==> src/rtl/apb4_burst_master.sv <==
// APB4 burst master: turns a burst command and write-data stream into APB transfers to
// address-decoded slaves, returning per-beat read responses and one write completion per burst.
//
// state  | meaning
// IDLE   | waiting for a burst command
// WDAT   | waiting for the write data of the next beat
// SETUP  | APB setup phase, or local DECERR if no slave decodes the address
// ACCESS | APB access phase, waiting for pready or the beat timeout
// RRESP  | read beat response held until accepted
// BRESP  | write burst completion held until accepted
module apb4_burst_master #(
   parameter int ADDR_WIDTH     = 32,
   parameter int DATA_WIDTH     = 32,
   parameter int NUM_SLAVES     = 2,
   parameter logic [NUM_SLAVES*ADDR_WIDTH-1:0] SLV_BASE = {32'h0002_F000, 32'h0001_F000},
   parameter logic [NUM_SLAVES*ADDR_WIDTH-1:0] SLV_MASK = {32'hFFFF_F000, 32'hFFFF_F000},
   parameter int LEN_WIDTH      = 4,
   parameter int TIMEOUT_CYCLES = 16
) (
   input  logic                             clk,
   input  logic                             rst,
   input  logic                             cmd_valid,
   output logic                             cmd_ready,
   input  logic                             cmd_write,
   input  logic [ADDR_WIDTH-1:0]            cmd_addr,
   input  logic [LEN_WIDTH-1:0]             cmd_len,
   input  logic [2:0]                       cmd_prot,
   input  logic                             wdat_valid,
   output logic                             wdat_ready,
   input  logic [DATA_WIDTH-1:0]            wdat_data,
   input  logic [DATA_WIDTH/8-1:0]          wdat_strb,
   output logic                             rsp_valid,
   input  logic                             rsp_ready,
   output logic [DATA_WIDTH-1:0]            rsp_data,
   output logic [1:0]                       rsp_resp,
   output logic                             rsp_last,
   output logic                             bresp_valid,
   input  logic                             bresp_ready,
   output logic [1:0]                       bresp_resp,
   output logic [ADDR_WIDTH-1:0]            paddr,
   output logic [NUM_SLAVES-1:0]            psel,
   output logic                             penable,
   output logic                             pwrite,
   output logic [DATA_WIDTH-1:0]            pwdata,
   output logic [DATA_WIDTH/8-1:0]          pstrb,
   output logic [2:0]                       pprot,
   input  logic [NUM_SLAVES*DATA_WIDTH-1:0] prdata,
   input  logic [NUM_SLAVES-1:0]            pready,
   input  logic [NUM_SLAVES-1:0]            pslverr
);

   typedef enum logic [2:0] {
      S_IDLE, S_WDAT, S_SETUP, S_ACCESS, S_RRESP, S_BRESP
   } state_t;

   localparam int STRB_W = DATA_WIDTH / 8;
   localparam int SEL_W  = (NUM_SLAVES > 1) ? $clog2(NUM_SLAVES) : 1;
   localparam int TMO_W  = $clog2(TIMEOUT_CYCLES + 2);
   localparam bit TMO_EN = (TIMEOUT_CYCLES != 0);
   localparam logic [TMO_W-1:0] TMO_LAST =
      TMO_W'((TIMEOUT_CYCLES > 0) ? TIMEOUT_CYCLES - 1 : 0);
   localparam logic [ADDR_WIDTH-1:0] ADDR_INC = ADDR_WIDTH'(STRB_W);
   localparam logic [1:0] RESP_OKAY   = 2'b00;
   localparam logic [1:0] RESP_SLVERR = 2'b10;
   localparam logic [1:0] RESP_DECERR = 2'b11;

   state_t                r_state;
   logic [ADDR_WIDTH-1:0] r_addr;
   logic [LEN_WIDTH-1:0]  r_len;
   logic [LEN_WIDTH-1:0]  r_beat;
   logic                  r_write;
   logic [2:0]            r_prot;
   logic [DATA_WIDTH-1:0] r_wdata;
   logic [STRB_W-1:0]     r_strb;
   logic [1:0]            r_err;
   logic [TMO_W-1:0]      r_tmo;

   logic                  w_hit;
   logic [SEL_W-1:0]      w_sel;
   logic                  w_pready;
   logic                  w_pslverr;
   logic [DATA_WIDTH-1:0] w_prdata;
   logic                  w_tmo_hit;
   logic                  w_last;
   logic                  w_done;
   logic [1:0]            w_resp;
   logic [1:0]            w_err_next;
   logic [DATA_WIDTH-1:0] w_rdata;

   // Descending scan so the lowest-index matching window is the one that sticks.
   always_comb begin
      w_hit = 1'b0;
      w_sel = '0;
      for (int i = NUM_SLAVES - 1; i >= 0; i--) begin
         if ((r_addr & SLV_MASK[i*ADDR_WIDTH +: ADDR_WIDTH]) ==
             SLV_BASE[i*ADDR_WIDTH +: ADDR_WIDTH]) begin
            w_hit = 1'b1;
            w_sel = SEL_W'(i);
         end
      end
   end

   always_comb begin
      w_pready  = 1'b0;
      w_pslverr = 1'b0;
      w_prdata  = '0;
      for (int i = 0; i < NUM_SLAVES; i++) begin
         if (w_sel == SEL_W'(i)) begin
            w_pready  = pready[i];
            w_pslverr = pslverr[i];
            w_prdata  = prdata[i*DATA_WIDTH +: DATA_WIDTH];
         end
      end
   end

   assign w_tmo_hit = TMO_EN && (r_tmo == TMO_LAST);
   assign w_last    = (r_beat == r_len);

   // A beat ends on a decode miss, on pready, or when the access budget runs out.
   always_comb begin
      w_done  = 1'b0;
      w_resp  = RESP_OKAY;
      w_rdata = '0;
      case (r_state)
         S_SETUP: begin
            if (!w_hit) begin
               w_done = 1'b1;
               w_resp = RESP_DECERR;
            end
         end
         S_ACCESS: begin
            if (w_pready) begin
               w_done  = 1'b1;
               w_resp  = w_pslverr ? RESP_SLVERR : RESP_OKAY;
               w_rdata = w_prdata;
            end else if (w_tmo_hit) begin
               w_done = 1'b1;
               w_resp = RESP_SLVERR;
            end
         end
         default: ;
      endcase
      w_err_next = (w_resp > r_err) ? w_resp : r_err;
   end

   assign cmd_ready  = (r_state == S_IDLE);
   assign wdat_ready = (r_state == S_WDAT);
   assign penable    = (r_state == S_ACCESS);
   assign paddr      = r_addr;
   assign pwrite     = r_write;
   assign pwdata     = r_wdata;
   assign pstrb      = r_write ? r_strb : '0;
   assign pprot      = r_prot;

   always_comb begin
      psel = '0;
      for (int i = 0; i < NUM_SLAVES; i++) begin
         psel[i] = ((r_state == S_SETUP) || (r_state == S_ACCESS)) && w_hit &&
                   (w_sel == SEL_W'(i));
      end
   end

   always_ff @(posedge clk) begin
      if (rst) begin
         r_state     <= S_IDLE;
         r_addr      <= '0;
         r_len       <= '0;
         r_beat      <= '0;
         r_write     <= 1'b0;
         r_prot      <= '0;
         r_wdata     <= '0;
         r_strb      <= '0;
         r_err       <= RESP_OKAY;
         r_tmo       <= '0;
         rsp_valid   <= 1'b0;
         rsp_data    <= '0;
         rsp_resp    <= RESP_OKAY;
         rsp_last    <= 1'b0;
         bresp_valid <= 1'b0;
         bresp_resp  <= RESP_OKAY;
      end else begin
         case (r_state)
            S_IDLE: begin
               if (cmd_valid) begin
                  r_addr  <= cmd_addr;
                  r_len   <= cmd_len;
                  r_write <= cmd_write;
                  r_prot  <= cmd_prot;
                  r_beat  <= '0;
                  r_err   <= RESP_OKAY;
                  r_state <= cmd_write ? S_WDAT : S_SETUP;
               end
            end
            S_WDAT: begin
               if (wdat_valid) begin
                  r_wdata <= wdat_data;
                  r_strb  <= wdat_strb;
                  r_state <= S_SETUP;
               end
            end
            S_SETUP: begin
               r_tmo <= '0;
               if (w_hit) r_state <= S_ACCESS;
            end
            S_ACCESS: r_tmo <= r_tmo + 1'b1;
            S_RRESP: begin
               if (rsp_ready) begin
                  rsp_valid <= 1'b0;
                  if (rsp_last) begin
                     r_state <= S_IDLE;
                  end else begin
                     r_addr  <= r_addr + ADDR_INC;
                     r_beat  <= r_beat + 1'b1;
                     r_state <= S_SETUP;
                  end
               end
            end
            S_BRESP: begin
               if (bresp_ready) begin
                  bresp_valid <= 1'b0;
                  r_state     <= S_IDLE;
               end
            end
            default: r_state <= S_IDLE;
         endcase

         // Beat completion overrides the per-state next state above.
         if (w_done) begin
            if (!r_write) begin
               rsp_valid <= 1'b1;
               rsp_data  <= w_rdata;
               rsp_resp  <= w_resp;
               rsp_last  <= w_last;
               r_state   <= S_RRESP;
            end else begin
               r_err <= w_err_next;
               if (w_last) begin
                  bresp_valid <= 1'b1;
                  bresp_resp  <= w_err_next;
                  r_state     <= S_BRESP;
               end else begin
                  r_addr  <= r_addr + ADDR_INC;
                  r_beat  <= r_beat + 1'b1;
                  r_state <= S_WDAT;
               end
            end
         end
      end
   end

endmodule

==> config.mk <==
export PLATFORM = sky130hd
export DESIGN_NAME = apb4_burst_master
export DESIGN_NICKNAME = d
export VERILOG_FILES = /design/src/rtl/apb4_burst_master.sv
export SDC_FILE = /design/constraint.sdc
export NUM_CORES = 1
export LEC_CHECK = 0
export CAP_MARGIN = 10
export CELL_PAD_IN_SITES_DETAIL_PLACEMENT = 2
export CELL_PAD_IN_SITES_GLOBAL_PLACEMENT = 2
export CORE_ASPECT_RATIO = 1.75
export CORE_MARGIN = 1.5
export CORE_UTILIZATION = 35
export DETAILED_ROUTE_END_ITERATION = 7
export DONT_BUFFER_PORTS = 1
export GPL_TIMING_DRIVEN = 0
export HOLD_SLACK_MARGIN = 0.06
export PLACE_DENSITY_LB_ADDON = 0.15
export SYNTH_ARGS = -nofsm -noshare
export SYNTH_HDL_FRONTEND = slang
export SYNTH_SLANG_ARGS = --single-unit
export TNS_END_PERCENT = 100
==> constraint.sdc <==
create_clock -name clk -period 3.1 [get_ports clk]
set_input_delay 0.465 -clock clk [delete_from_list [all_inputs] [get_ports clk]]
set_output_delay 0.465 -clock clk [all_outputs]
set_load 0.005 [all_outputs]
# Yosys cells after proc, flatten, opt, wreduce, memory -nomap -nowiden
# Index checks and enable logic that the tools add are counted.
classes:
  eq_ne: 15
  mux: 58
  magnitude_cmp: 1
  addsub: 3
  bitwise: 2
  n_reduce_logical: 11
op_table:
  columns: ["cell", "n"]
  rows:
  - ["32-bit two-way mux", 9]
  - ["32-bit one-hot mux with 2 select lines", 1]
  - ["32-bit by 3-bit adder with 32-bit output, second input constant", 1]
  - ["4-bit two-way mux", 7]
  - ["3-bit two-way mux", 8]
  - ["2-bit two-way mux", 11]
  - ["20-bit by 5-bit equality test with 1-bit output, second input constant", 1]
  - ["20-bit by 6-bit equality test with 1-bit output, second input constant", 1]
  - ["3-bit one-hot mux with 6 select lines", 1]
  - ["1-bit two-way mux", 17]
  - ["5-bit one-hot mux with 2 select lines", 1]
  - ["3-bit inequality test, second input constant", 3]
  - ["4-bit one-hot mux with 2 select lines", 1]
  - ["3-bit by 2-bit equality test with 1-bit output, second input constant", 2]
  - ["3-bit equality test, second input constant", 2]
  - ["3-bit by 2-bit inequality test with 1-bit output, second input constant", 2]
  - ["2-bit AND reduction", 3]
  - ["6-bit AND reduction", 1]
  - ["5-bit by 1-bit adder with 5-bit output, second input constant", 1]
  - ["5-bit by 4-bit equality test with 1-bit output, second input constant", 1]
  - ["4-bit by 1-bit adder with 4-bit output, second input constant", 1]
  - ["4-bit equality test", 1]
  - ["2-bit one-hot mux with 2 select lines", 1]
  - ["3-bit by 1-bit equality test with 1-bit output, second input constant", 1]
  - ["other kinds (9)", 12]
word_totals:
  out_inout_bits: 116
  inputBits: 150
  regBits: 129

# Longest topological paths before layout
depth:
  word_depth: 11
  depth_mapped: 13
  depth_no_buf: 12

# Least setup slack after synthesis
# OpenSTA, ideal clock, no wires.
synth_path:
  path_type: "reg-to-reg"
  startpoint: "register r_addr[26] (netlist: paddr[26])"
  endpoint: "register bresp_resp[0]"
  n_path_buf: 1
  path_stages_with_launch: 14
  path_slack_ns: 0.453
  synth_period_minus_slack_ns: 2.647
  arrival_time_ns: 2.514
  cell_sequence: "dfxtp_1 > nor4_2 > and3_4 > and3_1 > buf_4 > mux2i_1 > a21oi_1 > o21ai_0 > ha_1 > nor2_1 > o22ai_1 > mux2_2 > mux2i_1 > nor2_1"
synth_between:
  elab_chain_len: 9
  elab_cells_between_ends: 17
  cone_classes: "1 x order compare; 2 x eq/ne; 13 x mux; 1 x reduce/logical"
synth_lines:
  columns: ["element", "line", "source"]
  rows:
  - ["from (decl)", "68", "logic [ADDR_WIDTH-1:0] r_addr;"]
  - ["from (signal assigned)", "185", "r_addr <= cmd_addr;"]
  - ["from (signal assigned)", "212", "r_addr <= r_addr + ADDR_INC;"]
  - ["from (signal assigned)", "242", "r_addr <= r_addr + ADDR_INC;"]
  - ["20-bit by 6-bit equality test with 1-bit output", "95", "if ((r_addr & SLV_MASK[i*ADDR_WIDTH +: ADDR_WIDTH]) =="]
  - ["1-bit two-way mux (2 in a row)", "95", null]
  - ["1-bit two-way mux", "108", "if (w_sel == SEL_W'(i)) begin"]
  - ["2-bit two-way mux", "134", "w_resp = w_pslverr ? RESP_SLVERR : RESP_OKAY;"]
  - ["2-bit two-way mux", "132", "if (w_pready) begin"]
  - ["2-bit one-hot mux with 2 select lines", "124", "case (r_state)"]
  - ["2-bit > comparator", "143", "w_err_next = (w_resp > r_err) ? w_resp : r_err;"]
  - ["2-bit two-way mux", "143", null]
  - ["to (signal assigned)", "239", "bresp_resp <= w_err_next;"]
  - ["to (decl)", "39", "output logic [1:0] bresp_resp,"]
# Several ways; a longest one is shown, not always the timed one.
# A chain may end at the register's enable or synchronous reset.

# Final worst setup path
layout_path:
  startpoint: "register r_addr[26] (netlist: paddr[26])"
  endpoint: "register r_err[0]"
layout_between:
  elab_chain_len: 11
  elab_cells_between_ends: 18
  cone_classes: "1 x order compare; 2 x eq/ne; 15 x mux"
layout_lines:
  columns: ["element", "line", "source"]
  rows:
  - ["20-bit by 6-bit equality test with 1-bit output", "95", null]
  - ["1-bit two-way mux (2 in a row)", "95", null]
  - ["1-bit two-way mux", "108", null]
  - ["2-bit two-way mux", "134", null]
  - ["2-bit two-way mux", "132", null]
  - ["2-bit one-hot mux with 2 select lines", "124", null]
  - ["2-bit > comparator", "143", null]
  - ["2-bit two-way mux", "143", null]
  - ["2-bit two-way mux", "229", "if (!r_write) begin"]
  - ["2-bit two-way mux (*)", "228", "if (w_done) begin"]
  - ["to (signal assigned)", "236", "r_err <= w_err_next;"]
  - ["to (decl)", "75", "logic [1:0] r_err;"]
# Mark *: on every way between the ends. The rest lies on a longest branch, timed or not.

==> results.cfg <==
[sta]
finClkSkew_ns = 0.00887
maxSlewHeadroom = 0.529
fin_ws_ns = 0.154
rsz0062_at_grt = no
fin_setup_tns_ns = 0
finalCritPeriodShare = 0.950
worst_pin_slew_ns = 0.707
hold_ws_ns = 0.170
max_freq_ghz = 0.339
fin_crit_ns = 2.95
finalHoldViolCount = 0
setup_viol = 0
slew_violations = 0

[logic_synthesis]
synthSimpleGateAreaFrac = 0.243
yosys.area_share.xor_xnor = 0.0165
synth_edf_count = 0
yosys_warnings = 0
async_reset_ff_frac = 0
syn_nets = 915
yosys.area_share.adder = 0.0137
synthDistinctLibCells = 61
syn_inst = 758
synthFlopType = dfxtp_1
ys_seq_elements = 129
synth_area_mm2 = 0.00638
synthMuxAreaShare = 0.0630
synth-compound-area-share = 0.204
synth-seq-area-share = 0.405
synth_top_family_by_area = simple AND/OR/NAND/NOR gates
postSynthAreaPerCell_um2 = 8.42

[clocking]
clk_pin_slew_worst_paths_ns = 0.06
numCtsBuffers = 17
worstSkewPairLatency_ns = 0.43
cts.sinks = 129
ctsHtreeMaxLevel = 4
clock_path_buffers = 2
cts-root-buf = clkbuf_16
cts_tree = yes

[critical_path]
critical_path_required_ns = 3.37
crit_type = reg2reg
r2r_cells = 13
r2r_setup_slack_ns = 0.15
r2r-start = paddr[26]$_SDFF_PP0_
r2r-end = r_err[0]$_SDFF_PP0_
crit_path_end_kind = register
cp-start-kind = register
critPathArrivalTime_ns = 3.22
crit_path_max_fanout = 6

[flow_run]
maxCapViolations = 0

[place]
dp_slack_ns = -0.217
dp.cells = 992
port_buffers = 0
dp_hpwl_mm = 18.4
placed_area_mm2 = 0.00667
place.gp.congestion = 0.860

[global_routing]
grt_pass1_vias = 6749
grt_max_degree = 17
grt_overflow_total = 0
antenna_found_initial = 0
grt_pass1_wl_mm = 37.7
track_usage = 0.254

[pwr]
p_per_area_mw_per_mm2 = 833
p_total_mw = 6.19
ir_worst_vdd_mv = 0.386
leakage_nw = 2.60

[finish]
nets = 937
final_cells = 1027
n_antenna_cell = 0
final_cell_mix = nand2_1, dfxtp_1, a21oi_1, nand3_1
area_growth_pct = 16.4
drive_above_1_share = 0.149
post-route-util = 0.413
postLayoutCellArea_mm2 = 0.00742
layout_commonest_cell = nand2_1

[detailed_routing]
finalWirelength_mm = 24.3
vias = 6082
postRouteAntennaNets = 0
drt_iter0_markers = 229
vias_per_cell = 5.92
wl_per_cell_um = 23.7
drc = 0
first_pass_iters = 4

[die]
die-area_mm2 = 0.0191
fp.coreArea_mm2 = 0.0180
ios = 266
die_h_um = 182
initial_core_util = 0.355
die_x_um = 105
rows = 65

[worst_hold_path]
holdPathEnd = pwdata[9]$_SDFFE_PP0P_
min-delay-start = wdat_data[9]
whs_path_depth = 2
hold_class = in2reg

[status]
status = finished, final reports clean
[how the worst max path moves through the flow]
stage / start / end / slack [ns] / depth (start not counted)
after global placement: paddr[13]$_SDFF_PP0_ / bresp_resp[0]$_SDFFE_PP0P_ / -0.14 / 13
after detailed placement: paddr[22]$_SDFF_PP0_ / bresp_resp[0]$_SDFFE_PP0P_ / -0.22 / 12
after CTS: paddr[20]$_SDFF_PP0_ / bresp_resp[0]$_SDFFE_PP0P_ / 0.008 / 12
final: paddr[26]$_SDFF_PP0_ / r_err[0]$_SDFF_PP0_ / 0.15 / 13
after floorplan: paddr[26]$_SDFF_PP0_ / bresp_resp[0]$_SDFFE_PP0P_ / 0.45 / 13
after global routing: paddr[29]$_SDFF_PP0_ / r_err[0]$_SDFF_PP0_ / 0.004 / 13
[layer usage]
layer,vias up,track usage,share of wire
li1,2765,-,-
met1,3028,0.239,0.34
met2,243,0.505,0.57
met3,46,0.0668,0.063
met4,0,0.103,0.031
met5,-,0,0
[cells by family (layout without fill, tap and decap cells)]
logic type | after synthesis | count (layout)
xor+xnor | 12 | 12
simple gates | 312 | 312
flops | 129 | 129
mux | 40 | 40
fa+ha+maj | 7 | 7
compound gates | 179 | 179
buf+inv | 79 | 114
[final cells by class]
cell class                      instances  area (µm²)
Tap cell                              234         293
Fill cell                            2004       10600
Buffer                                 58         275
Clock inverter                         14         203
Clock buffer                           18         439
Inverter                               21        81.3
Timing Repair Buffer                    3        22.5
Sequential cell                       129        2600
Multi-Input combinational cell        550        3510
[synth_stat cells (3+ instances only)]
library cell,instances,area [µm²]
and2_1,7,43.8
ha_1,7,87.6
o311ai_1,13,114
buf_2,12,60.1
o22ai_1,11,68.8
nand3b_1,4,30.0
nand4_1,6,37.5
o211ai_1,4,30.0
nor2_2,24,150
buf_6,3,33.8
nor3b_1,4,30.0
nand2b_1,9,56.3
xor2_1,7,61.3
or2_2,5,31.3
a21oi_1,66,330
nor4_2,3,37.5
inv_1,20,75.1
clkbuf_1,39,146
a2bb2oi_1,33,289
a31oi_1,3,18.8
or3_1,5,31.3
or4_1,3,22.5
nor3_1,9,45.0
a32oi_1,17,149
a22oi_1,3,22.5
and3_1,26,163
mux2i_1,39,390
buf_4,3,22.5
nand2_1,117,439
o21ai_2,3,26.3
a21o_1,3,22.5
o21ai_0,5,25.0
nor2_1,34,128
dfxtp_1,129,2580
xnor2_1,5,43.8
nand3_1,47,235
[power breakdown]
part / internal (mW) / switching [mW] / total, mW
registers: 1.91 / 0.370 / 2.28
logic: 0.576 / 1.11 / 1.69
clock network: 1.38 / 0.834 / 2.21
total: 3.87 / 2.32 / 6.19
[critical path, stage by stage, from the launching register on]
cell,delay [ns]
dfxtp_1,0.54
nor4_4,0.06
and3_4,0.20
buf_4,0.15
a31oi_4,0.34
inv_4,0.12
a21oi_2,0.20
o21ai_2,0.09
ha_1,0.32
nor2_1,0.06
o22ai_1,0.15
mux2_2,0.38
nand2b_1,0.10
a21oi_1,0.08
[state kept, by name, indices dropped and copies added (netlist names), 2 cells and up]
register	flops
paddr	32
pwdata	32
rsp_data	32
r_tmo	5
r_beat	4
r_len	4
r_strb	4
pprot	3
r_state	3
bresp_resp	2
r_err	2
rsp_resp	2
[timing repair]
action                     in CTS  in global routing
gates cloned                    0                  0
pin swaps                       5                  2
gates resized for setup        15                 14
hold buffers                    0                  0
setup endpoints to repair       2                  4
setup buffers                   2                  1
Note: power is estimated with default switching activity, not from simulation.
